[src/rtl/text_scanner.sv]
// Character-cell text scanner: raster counters, a 2-stage display pipeline and a 4-bit text buffer.
// Optional blinking cursor at the last written cell when TEXT_SCANNER_CURSOR_EN is defined.
module text_scanner #(
    parameter int COLS    = 20,
    parameter int ROWS    = 10,
    parameter int H_BLANK = 32,
    parameter int V_BLANK = 8
) (
    input  logic       clk,
    input  logic       rst_n,
    input  logic       wr_req,
    input  logic [7:0] wr_addr,
    input  logic [3:0] wr_char,
    output logic       wr_ack,
    output logic       wr_err,
    output logic       en,
    output logic [3:0] character,
    output logic [2:0] dot_count,
    output logic [3:0] scan_count,
    output logic       hsync,
    output logic       vsync
);

    localparam int H_ACT = COLS * 8;
    localparam int H_TOT = H_ACT + H_BLANK;
    localparam int V_ACT = ROWS * 16;
    localparam int V_TOT = V_ACT + V_BLANK;
    localparam int CELLS = COLS * ROWS;
    localparam int HW    = $clog2(H_TOT);
    localparam int VW    = $clog2(V_TOT);
    localparam int AW    = (CELLS > 1) ? $clog2(CELLS) : 1;

    localparam logic [HW-1:0] H_LAST   = HW'(H_TOT - 1);
    localparam logic [HW-1:0] H_ACT_C  = HW'(H_ACT);
    localparam logic [HW-1:0] H_SYNC_C = HW'(H_ACT + H_BLANK / 2);
    localparam logic [VW-1:0] V_LAST   = VW'(V_TOT - 1);
    localparam logic [VW-1:0] V_ACT_C  = VW'(V_ACT);
    localparam logic [VW-1:0] V_SYNC_C = VW'(V_ACT + V_BLANK / 2);

    logic [HW-1:0] h_q, h_d;
    logic [VW-1:0] v_q, v_d;
    logic          h_wrap, v_wrap;

    // Stage p0: raster counters
    always_comb begin
        h_wrap = (h_q == H_LAST);
        v_wrap = (v_q == V_LAST);
        h_d    = h_q + HW'(1);
        v_d    = v_q;
        if (h_wrap) begin
            h_d = '0;
            v_d = v_wrap ? '0 : v_q + VW'(1);
        end
    end

    always_ff @(posedge clk) begin
        if (!rst_n) begin
            h_q <= '0;
            v_q <= '0;
        end else begin
            h_q <= h_d;
            v_q <= v_d;
        end
    end

    logic          act_p0;
    logic [AW-1:0] addr_p0;

    always_comb begin
        act_p0  = (h_q < H_ACT_C) && (v_q < V_ACT_C);
        addr_p0 = '0;
        if (act_p0) begin
            addr_p0 = AW'(32'(v_q[VW-1:4]) * 32'(COLS) + 32'(h_q[HW-1:3]));
        end
    end

    logic       wr_in_range;
    logic       wr_ok;
    logic [3:0] mem [CELLS];
    logic       wr_ack_q, wr_err_q;

    assign wr_in_range = 32'(wr_addr) < 32'(CELLS);
    assign wr_ok       = rst_n && wr_req && wr_in_range;

    // Buffer is never cleared; a write and a read of the same cell on one edge returns the old value.
    always_ff @(posedge clk) begin
        if (wr_ok) begin
            mem[wr_addr[AW-1:0]] <= wr_char;
        end
    end

    always_ff @(posedge clk) begin
        if (!rst_n) begin
            wr_ack_q <= 1'b0;
            wr_err_q <= 1'b0;
        end else begin
            wr_ack_q <= wr_req && wr_in_range;
            wr_err_q <= wr_req && !wr_in_range;
        end
    end

`ifdef TEXT_SCANNER_CURSOR_EN
    logic [AW-1:0] cursor_q;
    logic [4:0]    frame_q;
    logic          cur_p0;

    always_ff @(posedge clk) begin
        if (!rst_n) begin
            cursor_q <= '0;
            frame_q  <= '0;
        end else begin
            if (wr_ok) begin
                cursor_q <= wr_addr[AW-1:0];
            end
            if (h_wrap && v_wrap) begin
                frame_q <= frame_q + 5'd1;
            end
        end
    end

    assign cur_p0 = act_p0 && frame_q[4] && (addr_p0 == cursor_q);
`endif

    logic          act_p1_q;
    logic [AW-1:0] addr_p1_q;
    logic [2:0]    dot_p1_q;
    logic [3:0]    scan_p1_q;
    logic          hs_p1_q, vs_p1_q;
`ifdef TEXT_SCANNER_CURSOR_EN
    logic          cur_p1_q;
`endif

    // Stage p1: cell address and position attributes
    always_ff @(posedge clk) begin
        if (!rst_n) begin
            act_p1_q  <= 1'b0;
            addr_p1_q <= '0;
            dot_p1_q  <= '0;
            scan_p1_q <= '0;
            hs_p1_q   <= 1'b0;
            vs_p1_q   <= 1'b0;
`ifdef TEXT_SCANNER_CURSOR_EN
            cur_p1_q  <= 1'b0;
`endif
        end else begin
            act_p1_q  <= act_p0;
            addr_p1_q <= addr_p0;
            dot_p1_q  <= h_q[2:0];
            scan_p1_q <= v_q[3:0];
            hs_p1_q   <= (h_q >= H_SYNC_C);
            vs_p1_q   <= (v_q >= V_SYNC_C);
`ifdef TEXT_SCANNER_CURSOR_EN
            cur_p1_q  <= cur_p0;
`endif
        end
    end

    logic [3:0] rd_char;

    always_comb begin
        rd_char = mem[addr_p1_q];
`ifdef TEXT_SCANNER_CURSOR_EN
        if (cur_p1_q) begin
            rd_char = 4'hF;
        end
`endif
    end

    logic       en_p2_q, hs_p2_q, vs_p2_q;
    logic [3:0] char_p2_q, scan_p2_q;
    logic [2:0] dot_p2_q;

    // Stage p2: buffer read and registered display outputs
    always_ff @(posedge clk) begin
        if (!rst_n) begin
            en_p2_q   <= 1'b0;
            char_p2_q <= '0;
            dot_p2_q  <= '0;
            scan_p2_q <= '0;
            hs_p2_q   <= 1'b0;
            vs_p2_q   <= 1'b0;
        end else begin
            en_p2_q   <= act_p1_q;
            char_p2_q <= act_p1_q ? rd_char : 4'h0;
            dot_p2_q  <= act_p1_q ? dot_p1_q : 3'h0;
            scan_p2_q <= act_p1_q ? scan_p1_q : 4'h0;
            hs_p2_q   <= hs_p1_q;
            vs_p2_q   <= vs_p1_q;
        end
    end

    assign wr_ack     = wr_ack_q;
    assign wr_err     = wr_err_q;
    assign en         = en_p2_q;
    assign character  = char_p2_q;
    assign dot_count  = dot_p2_q;
    assign scan_count = scan_p2_q;
    assign hsync      = hs_p2_q;
    assign vsync      = vs_p2_q;

endmodule

[config.mk]
export PLATFORM = sky130hd
export DESIGN_NAME = text_scanner
export DESIGN_NICKNAME = d
export VERILOG_FILES = /design/src/rtl/text_scanner.sv
export SDC_FILE = /design/constraint.sdc
export NUM_CORES = 1
export LEC_CHECK = 0
export BUFFER_PORTS_ARGS = -buffer_cell sky130_fd_sc_hd__buf_2
export CORE_MARGIN = 5
export CORE_UTILIZATION = 30
export CTS_BUF_LIST = sky130_fd_sc_hd__clkbuf_8
export DETAILED_ROUTE_END_ITERATION = 8
export GPL_TIMING_DRIVEN = 0
export PLACE_DENSITY = 0.52
export SETUP_SLACK_MARGIN = 0.3
export SLEW_MARGIN = 0
export SYNTH_ARGS = -nofsm -noshare
export SYNTH_HDL_FRONTEND = slang
export SYNTH_SLANG_ARGS = --single-unit
[constraint.sdc]
create_clock -name clk -period 3.39 [get_ports clk]
set_input_delay 0.1695 -clock clk [delete_from_list [all_inputs] [get_ports clk]]
set_output_delay 0.1695 -clock clk [all_outputs]
set_load 0.005 [all_outputs]
# [After elaboration in Yosys (flattened, before gate mapping)]
# Memory sizes are Yosys's and may differ from the RTL's. A register that Yosys moved wholly into a read port is not among the register bits.
# Cells that the tools add are included.
[op_classes] n_addsub=3 multipliers=1 n_div=0 n_lt_le_gt_ge=5 eq_ne=2 shifts=0 muxes=3 bitwise_logic=1 n_reduce_logical=10
[op_table] operator="< comparator 8 bit, second input constant" count=3
[op_table] operator="adder 8 x 1 -> 8 bit, second input constant" count=2
[op_table] operator="equality test 8 bit, second input constant" count=2
[op_table] operator="greater-or-equal comparator 8 bit, second input constant" count=2
[op_table] operator="adder 8 x 5 -> 8 bit" count=1
[op_table] operator="two-way mux 8 bit" count=1
[op_table] operator="multiplier 4 x 3 -> 6 bit, second input constant" count=1
[op_table] operator="logical AND 1 bit" count=5
[op_table] operator="AND reduction 2 bit" count=2
[op_table] operator="zero test 1 bit" count=2
[op_table] operator="two-way mux 1 bit" count=2
[op_table] operator="OR reduction 2 bit" count=1
[op_table] operator="NOT 1 bit" count=1
[totals] regBits=46 latch_bits=0 mem_bits_rw=800 romBits=0 out_inout_bits=16 wordCells=41 memories=1
[memory_table] memory="mem" depth=200 word_bits=4 read_ports=1 rd_ports_with_merged_regs=1 wr=1 line_no="79" source="logic [3:0] mem [CELLS];"

# [Longest topological paths before layout]
[logic_depth] depth_word=4 ltp_mapped=10 depth_no_buf=6

# [Worst setup path before layout]
# No wires, ideal clock.
[synth_path] path_kind="register to register" start="register addr_p1_q[0]" end="register char_p2_q[1] (netlist: character[1]) (read register of mem)" t_arrival_ns=2.143 t_required_ns=3.259 path_slack_ns=1.116 path_stages_with_launch=9 cell_sequence="dfxtp_1 -> buf_6 -> buf_6 -> mux4_1 -> mux4_2 -> mux2i_1 -> nor3_1 -> o311ai_1 -> o41ai_1"
[synth_lines] item="start: declaration" line_no="125" source="logic [AW-1:0] addr_p1_q;"
[synth_lines] item="start signal: assignment" line_no="147" source="addr_p1_q <= addr_p0;"
[synth_lines] item="end: declaration" line_no="170" source="logic [3:0] char_p2_q, scan_p2_q;"

==> results.cfg <==
[status]
outcome = complete, but fails checks
violations = max-capacitance violations, max-slew violations

[yosys]
synthAdderAreaFrac = 0.00453
synth_most_common_cell = edfxtp_1
synth_top_family_by_area = multiplexers
synthArstFlopShare = 0
synth_top_cell_by_area = edfxtp_1
synth-main-ff-cell = edfxtp_1
synth_area_sq_um = 33700
synth-edff-count = 800
syn_avg_cell_area_sq_um = 19.2
muxShareOfSynthArea = 0.156
synthSimpleGateAreaFrac = 0.0561
synth_fp_nets = 1777
synth_cells = 1751
ys_types = 65
synth-seq-cells = 850
synth-xor-area-share = 0.00416
netlist.area_leader.share = 0.713
yosys_warnings = 0
synth.area.top_cells = edfxtp_1, mux4_2, dfxtp_1
ys_seq_area_frac = 0.743
synth_compound_area_frac = 0.0189
ys_top_cells_by_count = edfxtp_1, nor2_1, mux4_2

[floorplan]
core_area_sq_um = 112000
dieArea_sq_um = 119000
die_w_microns = 345
die_h_microns = 345
io_pins = 31
start_util = 0.301
row_count = 123

[clock_network]
cts_buffers = 141
h-tree-depth = 4
cts_root_buffer = clkbuf_8
cts_tree = built
clock_latency_ps = 810
cts-root-to-sink-buffers = 3
cts.sinks = 850
clk_pin_slew_ps = 60

[setup_path]
crit_start = addr_p1_q[5]
cpPeakStageDelay_ps = 680
worstPathArrival_ps = 3900
path_class = flop to flop
worst_setup_path_start_kind = flop
rr_endpoint = character[3]
crit-reg2reg-launch = addr_p1_q[5]
r2r_slack_ps = 180
crit_slowest_cell = clkbuf_1
required_ps = 4080
crit_end = character[3]
r2r_cells = 6
path_buf_inv = 2
crit_family = buffers and inverters
worst_setup_path_end_kind = flop
worstPathMaxFanout = 10
cp.depth = 6
path_cells = clkdlybuf4s15_2, clkbuf_1, o221ai_4, nor4_1, o41ai_2, a31oi_2

[route]
routed_wl_mm = 105
drc_errors = 0
ant_nets = 0
firstDrtPassIters = 5
via_per_inst = 5.20
vias = 18500
drt_iter0_drc = 2030
wire_per_inst_microns = 29.6

[global_routing]
grt_first_pass_wirelength_mm = 146
antenna_found_initial = 3
grt_pass1_vias = 18500
grt.overflow.total = 0
grt_use_total = 0.172
grt_max_degree = 140

[final_layout]
filler_cell_count = 10600
fin_area_sq_um = 39100
drive_above_1_share = 0.251
syn_to_final_growth_pct = 16.0
nets = 1976

[placement]
placed_area_sq_um = 35900
io_buffers = 30
place_congestion = 0.923
dp_hpwl_mm = 68.2
dp_slack_ps = -1070

[power]
power_leakage_nw = 11.9
power.switching_mw = 4.50
power-per-cell-area_nw_per_um2 = 517
switching_share = 0.223
p_int_mw = 15.7
seqPwrFrac = 0.569
vdd_drop_max_uv = 294
pwr-share-clk = 0.412
pwr-share-comb = 0.019
fin_total_pwr_mw = 20.2

[hold_path]
hold_start = rst_n
min_path_type = input port to flop

[sta]
setup_viol = 0
holdWs_ps = 85.0
rsz0062_at_grt = false
max_freq_mhz = 311
final.setup.worst_slack_ps = 179
drv_slew = 11
min_period_ps = 3210
relSlewSlack = -0.0237
period_share = 0.947
final-hold-violation-count = 0
fin_setup_tns_ps = 0
tightest_slew_ps = 1540
clock_skew_ps = 31.7

[flow_run]
max_cap_viol_count = 1
logic make-up (layout without fill, tap and decap cells):
group | after synthesis | after routing
and+or+nand+nor | 420 | 420
other | 0 | 4
buffers and inverters | 108 | 413
muxes | 254 | 254
adders and majority gates | 11 | 11
xor gates and xnor gates | 16 | 16
AOI/OAI and AO/OA | 92 | 92
DFF | 850 | 850
per-layer routing:
metal | track usage | wire [microns] | vias up
li1 | - | - | 7502
met1 | 0.240 | 44300 | 9915
met2 | 0.268 | 48800 | 956
met3 | 0.0460 | 9790 | 153
met4 | 0.0469 | 2370 | 0
met5 | 0 | 0 | -
worst min-delay path, delay by kind of cell:
kind / cells / cell delay, ps
buffers and inverters: 2 / 480
AOI/OAI and AO/OA: 1 / 180
cell usage in the layout, fill, tap and decap left out, types with 5 or more instances in the layout:
cell type / n
a211oi_1: 17
a21oi_1: 10
and2_1: 18
and3_1: 10
buf_12: 6
buf_16: 5
buf_2: 32
buf_4: 24
buf_6: 22
buf_8: 9
clkbuf_1: 29
clkbuf_2: 8
clkbuf_8: 146
clkinv_1: 22
clkinv_2: 10
dfxtp_1: 49
dlygate4sd3_1: 16
edfxtp_1: 800
ha_1: 9
inv_1: 63
inv_6: 5
mux2_2: 5
mux2i_1: 32
mux4_1: 14
mux4_2: 197
nand2_1: 49
nand2b_1: 6
nand3_1: 41
nand4_1: 6
nor2_1: 231
nor2b_1: 22
nor3_1: 6
o21ai_0: 16
o22ai_1: 11
or2_2: 5
or3_1: 8
xnor2_1: 7
xor2_1: 9
how the worst min path moves through the flow:
stage                       to  slack [ps]  cells after the start
global route        mem[32][1]         100                      4
floorplan            mem[0][0]         270                      0
CTS                 mem[32][1]          10                      4
finish                  v_q[1]          90                      3
detailed placement       hsync         430                      1
global placement         hsync         450                      1
state kept, by name (all words and copies together) (netlist names):
register and flops:
dot_p1_q 3, hs_p1_q 1, vsync 1, scan_count 4, mem 800, wr_err 1, vs_p1_q 1, act_p1_q 1
character 4, en 1, v_q 8, hsync 1, addr_p1_q 8, h_q 8, scan_p1_q 4, dot_count 3
wr_ack 1
per-stage QoR:
| step | instances | utilization |
|---|---|---|
| floorplan | 1751 | - |
| global placement | 3281 | 0.319 |
| detailed placement | 3286 | 0.320 |
| CTS | 3551 | 0.347 |
| global route | 3558 | 0.349 |
| finish | 3560 | 0.349 |
power groups by stage:
| stage | clock (mW) | sequential [mW] | combinational [mW] |
|---|---|---|---|
| 2_1_floorplan | 0 | 11.7 | 0.0759 |
| 3_3_place_gp | 0 | 11.7 | 0.318 |
| 3_5_place_dp | 0 | 11.7 | 0.352 |
| 4_1_cts | 8.46 | 11.5 | 0.371 |
| 5_1_grt | 8.95 | 11.5 | 0.399 |
| 6_report | 8.32 | 11.5 | 0.378 |
cell type report:
type / instances / area (sq um) / area share
Timing Repair Buffer: 56 / 505 / 0.0129
Antenna cell: 4 / 10.0 / 0.000256
Buffer: 101 / 838 / 0.0215
Multi-Input combinational cell: 793 / 8260 / 0.211
Clock inverter: 104 / 524 / 0.0134
Tap cell: 1500 / 1880 / 0.0480
Sequential cell: 850 / 25000 / 0.641
Inverter: 7 / 26.3 / 0.000673
Clock buffer: 145 / 2000 / 0.0511
timing repair:
item | 4_1_cts | 5_1_grt
hold endpoints to repair | 342 | 0
setup buffers | 0 | 4
setup endpoints to repair | 8 | 43
pin swaps | 2 | 3
hold buffers | 16 | 0
gates resized for setup | 103 | 30
Note: power is estimated with default switching activity, not from simulation.
